$ cat config.mk
export PLATFORM = sky130hd
export DESIGN_NAME = iob_axil_pbus_bridge
export DESIGN_NICKNAME = d
export VERILOG_FILES = /design/src/rtl/iob_axil_pbus_bridge.sv
export SDC_FILE = /design/constraint.sdc
export NUM_CORES = 1
export LEC_CHECK = 0
export BUFFER_PORTS_ARGS = -buffer_cell sky130_fd_sc_hd__buf_2
export CORE_AREA = 2 2 142 144
export DETAILED_ROUTE_END_ITERATION = 8
export DIE_AREA = 0 0 144 146
export GPL_TIMING_DRIVEN = 1
export PLACE_DENSITY = 0.58
export REMOVE_ABC_BUFFERS = 1
export SETUP_SLACK_MARGIN = 0.4
export SYNTH_ARGS = -nofsm -noshare
export SYNTH_HDL_FRONTEND = slang
export SYNTH_SLANG_ARGS = --single-unit
$ cat constraint.sdc
create_clock -name clk_i -period 2.45 [get_ports clk_i]
set_input_delay 0.6125 -clock clk_i [delete_from_list [all_inputs] [get_ports clk_i]]
set_output_delay 0.6125 -clock clk_i [all_outputs]
set_load 0.03 [all_outputs]
$ cat src/rtl/iob_axil_pbus_bridge.sv
// AXI4-Lite slave to N-way IOb peripheral bus bridge, one transaction in flight.
// Read/write fairness, DECERR for unmapped slaves, SLVERR on IOb timeout.
module iob_axil_pbus_bridge #(
    parameter int unsigned ADDR_W    = 32,
    parameter int unsigned DATA_W    = 32,
    parameter int unsigned N_SLAVES  = 4,
    parameter int unsigned P_SLAVES  = 26,
    parameter int unsigned TIMEOUT_W = 8
) (
    input  logic                         clk_i,
    input  logic                         rst_i,
    input  logic                         cke_i,
    input  logic [ADDR_W-1:0]            axil_awaddr_i,
    input  logic [2:0]                   axil_awprot_i,
    input  logic                         axil_awvalid_i,
    output logic                         axil_awready_o,
    input  logic [DATA_W-1:0]            axil_wdata_i,
    input  logic [DATA_W/8-1:0]          axil_wstrb_i,
    input  logic                         axil_wvalid_i,
    output logic                         axil_wready_o,
    output logic [1:0]                   axil_bresp_o,
    output logic                         axil_bvalid_o,
    input  logic                         axil_bready_i,
    input  logic [ADDR_W-1:0]            axil_araddr_i,
    input  logic [2:0]                   axil_arprot_i,
    input  logic                         axil_arvalid_i,
    output logic                         axil_arready_o,
    output logic [DATA_W-1:0]            axil_rdata_o,
    output logic [1:0]                   axil_rresp_o,
    output logic                         axil_rvalid_o,
    input  logic                         axil_rready_i,
    output logic [N_SLAVES-1:0]          s_avalid_o,
    output logic [ADDR_W-1:0]            s_addr_o,
    output logic [DATA_W-1:0]            s_wdata_o,
    output logic [DATA_W/8-1:0]          s_wstrb_o,
    input  logic [N_SLAVES-1:0]          s_ready_i,
    input  logic [N_SLAVES-1:0]          s_rvalid_i,
    input  logic [N_SLAVES*DATA_W-1:0]   s_rdata_i
);

    localparam int unsigned STRB_W = DATA_W / 8;
    localparam int unsigned SEL_W  = (N_SLAVES > 1) ? $clog2(N_SLAVES) : 1;
    localparam logic [ADDR_W-1:0]    LO_MASK  = ADDR_W'((64'(1) << P_SLAVES) - 64'(1));
    localparam logic [TIMEOUT_W-1:0] CNT_LAST = ~TIMEOUT_W'(1);

    localparam logic [1:0] RESP_OKAY   = 2'b00;
    localparam logic [1:0] RESP_SLVERR = 2'b10;
    localparam logic [1:0] RESP_DECERR = 2'b11;

    typedef enum logic [2:0] {
        IDLE, WR_REQ, RD_REQ, RD_WAIT, B_RESP, R_RESP
    } state_t;

    state_t               r_state;
    logic                 r_last_wr;
    logic                 r_is_wr;
    logic                 r_mapped;
    logic [SEL_W-1:0]     r_sel;
    logic [ADDR_W-1:0]    r_addr;
    logic [DATA_W-1:0]    r_wdata;
    logic [STRB_W-1:0]    r_wstrb;
    logic [TIMEOUT_W-1:0] r_cnt;
    logic                 r_awready;
    logic                 r_wready;
    logic                 r_arready;
    logic                 r_bvalid;
    logic [1:0]           r_bresp;
    logic                 r_rvalid;
    logic [1:0]           r_rresp;
    logic [DATA_W-1:0]    r_rdata;
    logic [N_SLAVES-1:0]  r_avalid;

    logic                 w_wr_elig;
    logic                 w_rd_elig;
    logic                 w_grant_wr;
    logic [ADDR_W-1:0]    w_gaddr;
    logic [SEL_W-1:0]     w_gsel;
    logic                 w_gmapped;
    logic                 w_acc;
    logic                 w_tmo;
    logic                 w_sel_ready;
    logic                 w_sel_rvalid;
    logic [DATA_W-1:0]    w_sel_rdata;
    logic                 w_unused;

    // Protection bits carry no meaning on the IOb side.
    assign w_unused = ^{axil_awprot_i, axil_arprot_i};

    // Contention goes to the direction that did not win last time.
    assign w_wr_elig  = axil_awvalid_i & axil_wvalid_i;
    assign w_rd_elig  = axil_arvalid_i;
    assign w_grant_wr = w_wr_elig & (~w_rd_elig | ~r_last_wr);
    assign w_gaddr    = w_grant_wr ? axil_awaddr_i : axil_araddr_i;
    assign w_gsel     = w_gaddr[P_SLAVES +: SEL_W];
    assign w_gmapped  = (32'(w_gsel) < N_SLAVES);
    assign w_acc      = r_awready | r_arready;
    assign w_tmo      = (r_cnt >= CNT_LAST);

    // Only the latched slave's handshakes and data are visible to the FSM.
    always_comb begin
        w_sel_ready  = 1'b0;
        w_sel_rvalid = 1'b0;
        w_sel_rdata  = '0;
        for (int k = 0; k < N_SLAVES; k++) begin
            if (r_sel == SEL_W'(k)) begin
                w_sel_ready  = s_ready_i[k];
                w_sel_rvalid = s_rvalid_i[k];
                w_sel_rdata  = s_rdata_i[k*DATA_W +: DATA_W];
            end
        end
    end

    always_ff @(posedge clk_i) begin
        if (rst_i) begin
            r_state   <= IDLE;
            r_last_wr <= 1'b0;
            r_is_wr   <= 1'b0;
            r_mapped  <= 1'b0;
            r_sel     <= '0;
            r_addr    <= '0;
            r_wdata   <= '0;
            r_wstrb   <= '0;
            r_cnt     <= '0;
            r_awready <= 1'b0;
            r_wready  <= 1'b0;
            r_arready <= 1'b0;
            r_bvalid  <= 1'b0;
            r_bresp   <= RESP_OKAY;
            r_rvalid  <= 1'b0;
            r_rresp   <= RESP_OKAY;
            r_rdata   <= '0;
            r_avalid  <= '0;
        end else if (cke_i) begin
            case (r_state)
                IDLE: begin
                    if (w_acc) begin
                        // Ready pulse completes the AXI handshake this edge.
                        r_awready <= 1'b0;
                        r_wready  <= 1'b0;
                        r_arready <= 1'b0;
                        if (!r_mapped) begin
                            if (r_is_wr) begin
                                r_bvalid <= 1'b1;
                                r_bresp  <= RESP_DECERR;
                                r_state  <= B_RESP;
                            end else begin
                                r_rvalid <= 1'b1;
                                r_rresp  <= RESP_DECERR;
                                r_rdata  <= '0;
                                r_state  <= R_RESP;
                            end
                        end else begin
                            r_avalid <= N_SLAVES'(1) << r_sel;
                            r_cnt    <= '0;
                            r_state  <= r_is_wr ? WR_REQ : RD_REQ;
                        end
                    end else if (w_wr_elig || w_rd_elig) begin
                        r_is_wr   <= w_grant_wr;
                        r_last_wr <= w_grant_wr;
                        r_awready <= w_grant_wr;
                        r_wready  <= w_grant_wr;
                        r_arready <= ~w_grant_wr;
                        r_sel     <= w_gsel;
                        r_mapped  <= w_gmapped;
                        r_addr    <= w_gaddr & LO_MASK;
                        r_wdata   <= w_grant_wr ? axil_wdata_i : '0;
                        r_wstrb   <= w_grant_wr ? axil_wstrb_i : '0;
                    end
                end
                WR_REQ: begin
                    if (w_sel_ready || w_tmo) begin
                        r_avalid <= '0;
                        r_bvalid <= 1'b1;
                        r_bresp  <= w_sel_ready ? RESP_OKAY : RESP_SLVERR;
                        r_state  <= B_RESP;
                    end else begin
                        r_cnt <= r_cnt + TIMEOUT_W'(1);
                    end
                end
                RD_REQ: begin
                    if (w_sel_ready) begin
                        r_avalid <= '0;
                        if (w_sel_rvalid) begin
                            r_rvalid <= 1'b1;
                            r_rresp  <= RESP_OKAY;
                            r_rdata  <= w_sel_rdata;
                            r_state  <= R_RESP;
                        end else begin
                            r_cnt   <= r_cnt + TIMEOUT_W'(1);
                            r_state <= RD_WAIT;
                        end
                    end else if (w_tmo) begin
                        r_avalid <= '0;
                        r_rvalid <= 1'b1;
                        r_rresp  <= RESP_SLVERR;
                        r_rdata  <= '0;
                        r_state  <= R_RESP;
                    end else begin
                        r_cnt <= r_cnt + TIMEOUT_W'(1);
                    end
                end
                RD_WAIT: begin
                    if (w_sel_rvalid || w_tmo) begin
                        r_rvalid <= 1'b1;
                        r_rresp  <= w_sel_rvalid ? RESP_OKAY : RESP_SLVERR;
                        r_rdata  <= w_sel_rvalid ? w_sel_rdata : '0;
                        r_state  <= R_RESP;
                    end else begin
                        r_cnt <= r_cnt + TIMEOUT_W'(1);
                    end
                end
                B_RESP: begin
                    if (axil_bready_i) begin
                        r_bvalid <= 1'b0;
                        r_state  <= IDLE;
                    end
                end
                R_RESP: begin
                    if (axil_rready_i) begin
                        r_rvalid <= 1'b0;
                        r_state  <= IDLE;
                    end
                end
                default: r_state <= IDLE;
            endcase
        end
    end

    assign axil_awready_o = r_awready;
    assign axil_wready_o  = r_wready;
    assign axil_arready_o = r_arready;
    assign axil_bvalid_o  = r_bvalid;
    assign axil_bresp_o   = r_bresp;
    assign axil_rvalid_o  = r_rvalid;
    assign axil_rresp_o   = r_rresp;
    assign axil_rdata_o   = r_rdata;
    assign s_avalid_o     = r_avalid;
    assign s_addr_o       = r_addr;
    assign s_wdata_o      = r_wdata;
    assign s_wstrb_o      = r_wstrb;

endmodule
==> flow_summary_export.csv, run 1 <==
group,metric,value,unit
synthesis,synth_cells,591,
job,maxCapViolCount,0,
synthesis,synth_seq_cells,121,
critical_path,critPathLaunchType,"flip-flop",
power_and_ir_drop,power.leakage,3.95,nW
cells_and_area,final_common_cell,"buf_2",
detailed_routing,routed_wl,21400,µm
clock_network,cts.path.max_buffers,2,
detailed_routing,drt-initial-drc-count,241,
status,outcome,"finished clean",
worst_hold_path,holdPathStages,3,
cells_and_area,layout_common_cells,"buf_2 (341), dfxtp_1 (117), nand2_1 (48)",
synthesis,synth_top_family_by_area,"multiplexers",
timing,post-route-period-util,85.1,%
timing,drv_slew,0,
grt,overflow,0,
cells_and_area,fin_area,8930,µm²
timing,finalHoldViolations,0,
cells_and_area,fillers,1907,
placed_design,portBuffers,342,
cells_and_area,nets,1192,
detailed_routing,postRouteAntennaNets,0,
placed_design,gp_congestion,0.811,
clock_network,cts_tree,"yes",
floorplanning,initial_core_util,30.7,%
critical_path,worst_ep_arrival_time,2.39,ns
clock_network,htreeDepth,4,
floorplanning,io_pins,363,
grt,grt_pass1_wl,31100,µm
floorplanning,core_area,19300,µm²
grt,grt_max_degree,65,
critical_path,path_max_fanout,8,
placed_design,dp_hpwl,15900,µm
power_and_ir_drop,power-per-cell-area,917,nW/µm²
synthesis,synth_cell_types,61,
timing,fin_crit,2.08,ns
critical_path,crit_chain,"mux4_2, nor2b_4, nand3_2, a31oi_4, buf_6, buf_16, a22o_2",
placed_design,place_inst,1171,
grt,grt_pass1_vias,5735,
power_and_ir_drop,ir_drop,0.508,mV
worst_hold_path,hold_class,"in2reg",
detailed_routing,wl_per_cell,17.6,µm
placed_design,placed_cell_area,8000,µm²
floorplanning,dieHeight,146,µm
detailed_routing,drtPass1Iterations,4,
synthesis,syn_avg_cell_area,10.0,µm²
critical_path,critical_path_class,"reg2reg",
synthesis,syn-cell-area,5940,µm²
cells_and_area,final_util,46.2,%
timing,worst_pin_slew,0.690,ns
grt,antenna_found_initial,4,
critical_path,critPathBufInv,2,
synthesis,seq_area_frac_synth,40.8,%
detailed_routing,via_per_inst,4.88,
synthesis,synthFlopType,"dfxtp_1",
grt,grtUsageTotal,19.3,%
synthesis,synthXorXnorAreaFrac,0.148,%
timing,rsz0062_at_grt,"yes",
timing,slew_headroom,54.0,%
timing,finalSetupViolations,0,
clock_network,clk_latency,0.42,ns
synthesis,synth_fa_ha_area_share,0.632,%
floorplanning,die_area,21000,µm²
clock_network,cts.hold.buffers_added,0,
clock_network,cts_made_buffers,17,
synthesis,synthTopCellsByArea,"dfxtp_1 (41%), mux4_2 (12%), mux2i_1 (5.1%)",
timing,max_freq,0.480,GHz
cells_and_area,drive_gt1_share,51.6,%
critical_path,cpLargestDelayFamily,"multiplexers",
synthesis,synth_top_area_share,40.8,%
critical_path,cpPeakStageDelay,0.66,ns
critical_path,critPathCaptureType,"flip-flop",
synthesis,synthMuxAreaShare,18.7,%
critical_path,path_depth,7,
synthesis,synth_top_area_cell,"dfxtp_1",
cells_and_area,finalNonFillerCells,1218,
synthesis,synthArstFlopShare,0,%
synthesis,synth_edf_count,0,
cells_and_area,area_delta_synth_final,50.4,%
synthesis,synth_compound_area_share,18.3,%
floorplanning,row_count,51,
clock_network,path_clk_slew,0.06,ns
critical_path,worstRegToRegCells,7,
synthesis,yosys.area_share.simple,15.5,%
clock_network,root_buffer,"clkbuf_16",
critical_path,cp.required,2.76,ns
detailed_routing,drc,0,
detailed_routing,vias,5944,
critical_path,slowest_stage,"mux4_2",
timing,fin_skew,0.00609,ns
clock_network,clock_sinks,121,
synthesis,ys_warn_count,0,
floorplanning,die_x,144,µm
worst reg2reg max path, stage by stage (launching register included):
cell	delay (ns)
dfxtp_4	0.38
mux4_2	0.66
nor2b_4	0.19
nand3_2	0.09
a31oi_4	0.10
buf_6	0.15
buf_16	0.14
a22o_2	0.25
path summary, 6_finish.rpt:
check                   startpoint              end  slack [ns]
setup / recovery          r_sel[0]  axil_rdata_o[1]        0.37
hold / removal    axil_wdata_i[24]    s_wdata_o[24]        0.44
setup reg to reg          r_sel[0]  axil_rdata_o[1]        0.37
hold reg to reg       s_wdata_o[1]     s_wdata_o[1]        0.44
cells by family after synthesis:
kind of cell             after synthesis
AO/OA/AOI/OAI                        145
XOR/XNOR                               1
adder cells (fa/ha/maj)                3
buffers and inverters                 71
flip-flops                           121
multiplexers                          66
other                                  1
AND/OR/NAND/NOR                      183
metal layers:
layer  up-vias  global-route usage, %  part of all wire [%]
met2       276                   33.5                    50
met3        32                   5.79                   8.0
met1      2729                   21.7                    39
met4         0                   8.63                   3.2
met5         -                      0                     0
li1       2907                      -                     -
registers in the layout (all words and copies together), names as in the netlist:
name / flops
r_state: 3
axil_bvalid_o: 1
r_cnt: 8
axil_rresp_o: 2
r_mapped: 1
axil_rdata_o: 32
axil_rvalid_o: 1
r_sel: 2
axil_arready_o: 1
s_wdata_o: 32
s_avalid_o: 4
r_is_wr: 1
s_addr_o: 26
s_wstrb_o: 4
axil_wready_o: 1
axil_bresp_o: 2
cells in the mapped netlist (2+ instances only):
| master | instances |
|---|---|
| a211oi_1 | 28 |
| a21o_1 | 2 |
| a21oi_1 | 49 |
| a221oi_1 | 3 |
| a22o_1 | 27 |
| a22o_2 | 6 |
| a22oi_1 | 3 |
| a31oi_1 | 3 |
| and3_1 | 4 |
| buf_1 | 2 |
| buf_2 | 12 |
| buf_4 | 8 |
| buf_6 | 5 |
| clkbuf_1 | 32 |
| dfxtp_1 | 121 |
| ha_1 | 3 |
| inv_1 | 12 |
| mux2i_1 | 30 |
| mux4_1 | 2 |
| mux4_2 | 32 |
| nand2_1 | 48 |
| nand2b_1 | 5 |
| nand3_1 | 48 |
| nand4b_1 | 3 |
| nor2_1 | 45 |
| nor3_1 | 8 |
| nor4_1 | 2 |
| nor4b_1 | 3 |
| o2111a_1 | 3 |
| o21ai_0 | 6 |
| o21ba_2 | 2 |
| o311ai_2 | 3 |
| or3_1 | 3 |
stage by stage:
step	hold WS [ns]	setup WS, ns	setup TNS [ns]	power [W]
after floorplan	0.444	-2.73	-229.71	0.00427
after global routing	0.444	0.311	0	0.00865
after CTS	0.426	0.346	0	0.00814
after detailed placement	0.441	0.0338	0	0.00532
after global placement	0.434	0.0376	0	0.00531
final	0.445	0.365	0	0.00819
power breakdown:
part / internal, W / switching, W / leakage, nW
Sequential: 0.00222 / 0.000203 / 0.984
Clock: 0.00170 / 0.000975 / 0.300
Combinational: 0.00134 / 0.00176 / 2.67
final cells by class:
class	instances	area [µm²]	area share (%)
antenna	2	5.00	0.0560
clock buffer	17	425	4.76
clock inverter	14	198	2.21
inverter	12	45.0	0.504
multi-input combinational	404	3320	37.2
sequential	121	2430	27.2
tap	265	332	3.71
timing repair buffer	383	2170	24.3
what timing repair did:
action / 4_1_cts / 5_1_grt
gates cloned: 1 / 2
gates resized for setup: 7 / 25
endpoints found under the setup margin: 38 / 113
pin swaps: 10 / 34
setup buffers: 9 / 2
hold endpoints to repair: 0 / 0
Note: power is estimated with default switching activity, not from simulation.
==> inputs of run 2 (changes only) <==
Settings changed: RECOVER_POWER set to 50.
==> flow_summary_export.csv, run 2 (synthesized netlist as in run 1, its figures left out) <==
group,metric,value,unit
placed_design,portBuffers,342,
cells_and_area,nets,1192,
timing,fin_skew,0.00584,ns
clock_network,cts_made_buffers,17,
detailed_routing,drt-initial-drc-count,240,
critical_path,cpLargestDelayFamily,"simple AND/OR/NAND/NOR gates",
worst_hold_path,hold_class,"in2reg",
clock_network,path_clk_slew,0.06,ns
critical_path,worstRegToRegCells,6,
critical_path,critPathBufInv,2,
detailed_routing,via_per_inst,4.85,
clock_network,cts.hold.buffers_added,0,
clock_network,root_buffer,"clkbuf_16",
power_and_ir_drop,clockPowerShare,32.9,%
timing,rsz0062_at_grt,"yes",
detailed_routing,wl_per_cell,17.6,µm
detailed_routing,drc,0,
critical_path,cp.required,2.72,ns
clock_network,htreeDepth,4,
grt,antenna_found_initial,4,
timing,finalSetupViolations,0,
cells_and_area,layout_common_cells,"buf_2 (237), dfxtp_1 (117), clkbuf_1 (105)",
power_and_ir_drop,seq_power_share,29.8,%
cells_and_area,multiInputGateArea,3320,µm²
clock_network,cts.path.max_buffers,2,
placed_design,gp_congestion,0.811,
critical_path,path_max_fanout,38,
power_and_ir_drop,p_int,0.00519,W
clock_network,cts_tree,"yes",
critical_path,path_depth,6,
detailed_routing,drtPass1Iterations,4,
timing,post-route-period-util,87.5,%
clock_network,clock_sinks,121,
timing,fin_crit,2.14,ns
worst_hold_path,holdPathStages,3,
cells_and_area,finalNonFillerCells,1218,
grt,overflow,0,
grt,grt_pass1_vias,5735,
status,outcome,"finished clean",
detailed_routing,vias,5912,
critical_path,critPathCaptureType,"flip-flop",
timing,finalHoldViolations,0,
detailed_routing,postRouteAntennaNets,0,
critical_path,worst_ep_arrival_time,2.41,ns
power_and_ir_drop,power-per-cell-area,925,nW/µm²
grt,grt_pass1_wl,31100,µm
critical_path,crit_chain,"inv_1, nand3_1, or4_1, buf_4, nand2_1, a21oi_1",
timing,hold_slack,0.446,ns
critical_path,cpPeakStageDelay,0.52,ns
power_and_ir_drop,ir_drop,0.507,mV
cells_and_area,fillers,1949,
power_and_ir_drop,p_comb_share,37.3,%
power_and_ir_drop,switching_share,36.1,%
grt,grtUsageTotal,19.3,%
cells_and_area,seq_area,2430,µm²
power_and_ir_drop,p_sw,0.00293,W
power_and_ir_drop,power.leakage,3.50,nW
floorplanning,row_count,51,
critical_path,critical_path_class,"reg2reg",
floorplanning,initial_core_util,30.7,%
floorplanning,io_pins,363,
floorplanning,die_x,144,µm
detailed_routing,routed_wl,21400,µm
cells_and_area,area_delta_synth_final,48.1,%
clock_network,clk_latency,0.42,ns
floorplanning,dieHeight,146,µm
timing,worst_pin_slew,0.689,ns
timing,slew_headroom,54.1,%
floorplanning,die_area,21000,µm²
cells_and_area,drive_gt1_share,40.4,%
job,maxCapViolCount,0,
floorplanning,core_area,19300,µm²
placed_design,place_inst,1171,
cells_and_area,final_common_cell,"buf_2",
timing,final.setup.tns,0,ns
critical_path,critPathLaunchType,"flip-flop",
critical_path,slowest_stage,"or4_1",
placed_design,dp_hpwl,15900,µm
timing,max_freq,0.467,GHz
grt,grt_max_degree,65,
timing,drv_slew,0,
run 2: changes by cell type in the layout (fill, tap and decap cells not counted):
cell and delta:
buf_4 -1, clkbuf_1 +105, nand3_1 +1, buf_2 -104
nand3_2 -1, inv_2 -1, inv_1 +1
run 2: cell type report:
type                            count  area share (%)
Multi-Input combinational cell    404            37.7
Sequential cell                   121            27.7
Timing Repair Buffer              383            23.2
Clock buffer                       17            4.84
Tap cell                          265            3.77
Clock inverter                     14            2.25
Inverter                           12           0.512
Antenna cell                        2          0.0569
run 2: power by group through the flow:
| stage | logic (W) | registers (W) | clock network (W) |
|---|---|---|---|
| 6_report | 0.00303 | 0.00242 | 0.00268 |
| 5_1_grt | 0.00329 | 0.00246 | 0.00284 |
| 4_1_cts | 0.00299 | 0.00241 | 0.00274 |
| 3_5_place_dp | 0.00287 | 0.00245 | 0 |
| 3_3_place_gp | 0.00287 | 0.00244 | 0 |
| 2_1_floorplan | 0.00135 | 0.00292 | 0 |
run 2: path summary, 6_finish.rpt:
path	start	endpoint	slack [ns]
worst min register to register	s_wdata_o[1]	s_wdata_o[1]	0.45
worst max-delay path	r_state[1]	s_wdata_o[8]	0.31
worst max register to register	r_state[1]	s_wdata_o[8]	0.31
worst min-delay path	axil_wdata_i[24]	s_wdata_o[24]	0.45
run 2: routing by layer:
metal | routed length, µm | track usage (%)
met1 | 8370 | 21.7
met5 | 0 | 0
met3 | 1700 | 5.79
met2 | 10700 | 33.5
met4 | 693 | 8.63
run 2: through the flow:
step	util, %	total power [W]	worst slack, ns	cell area [µm²]
3_3_place_gp	41.4	0.00531	0.0376	8000
3_5_place_dp	41.4	0.00532	0.0338	8000
5_1_grt	45.5	0.00859	0.169	8790
6_report	45.5	0.00813	0.307	8790
4_1_cts	45.2	0.00814	0.346	8740
2_1_floorplan	-	0.00427	-2.73	5650
run 2: worst reg2reg max path, cell delays in order (launching register included):
cell	delay (ns)
dfxtp_1	0.37
inv_1	0.34
nand3_1	0.28
or4_1	0.52
buf_4	0.27
nand2_1	0.15
a21oi_1	0.06
run 2: timing repair:
action | CTS | global route
pin swaps | 10 | 34
buffers inserted | 9 | 2
gates cloned | 1 | 2
setup endpoints to repair | 38 | 113
resized for setup | 7 | 25
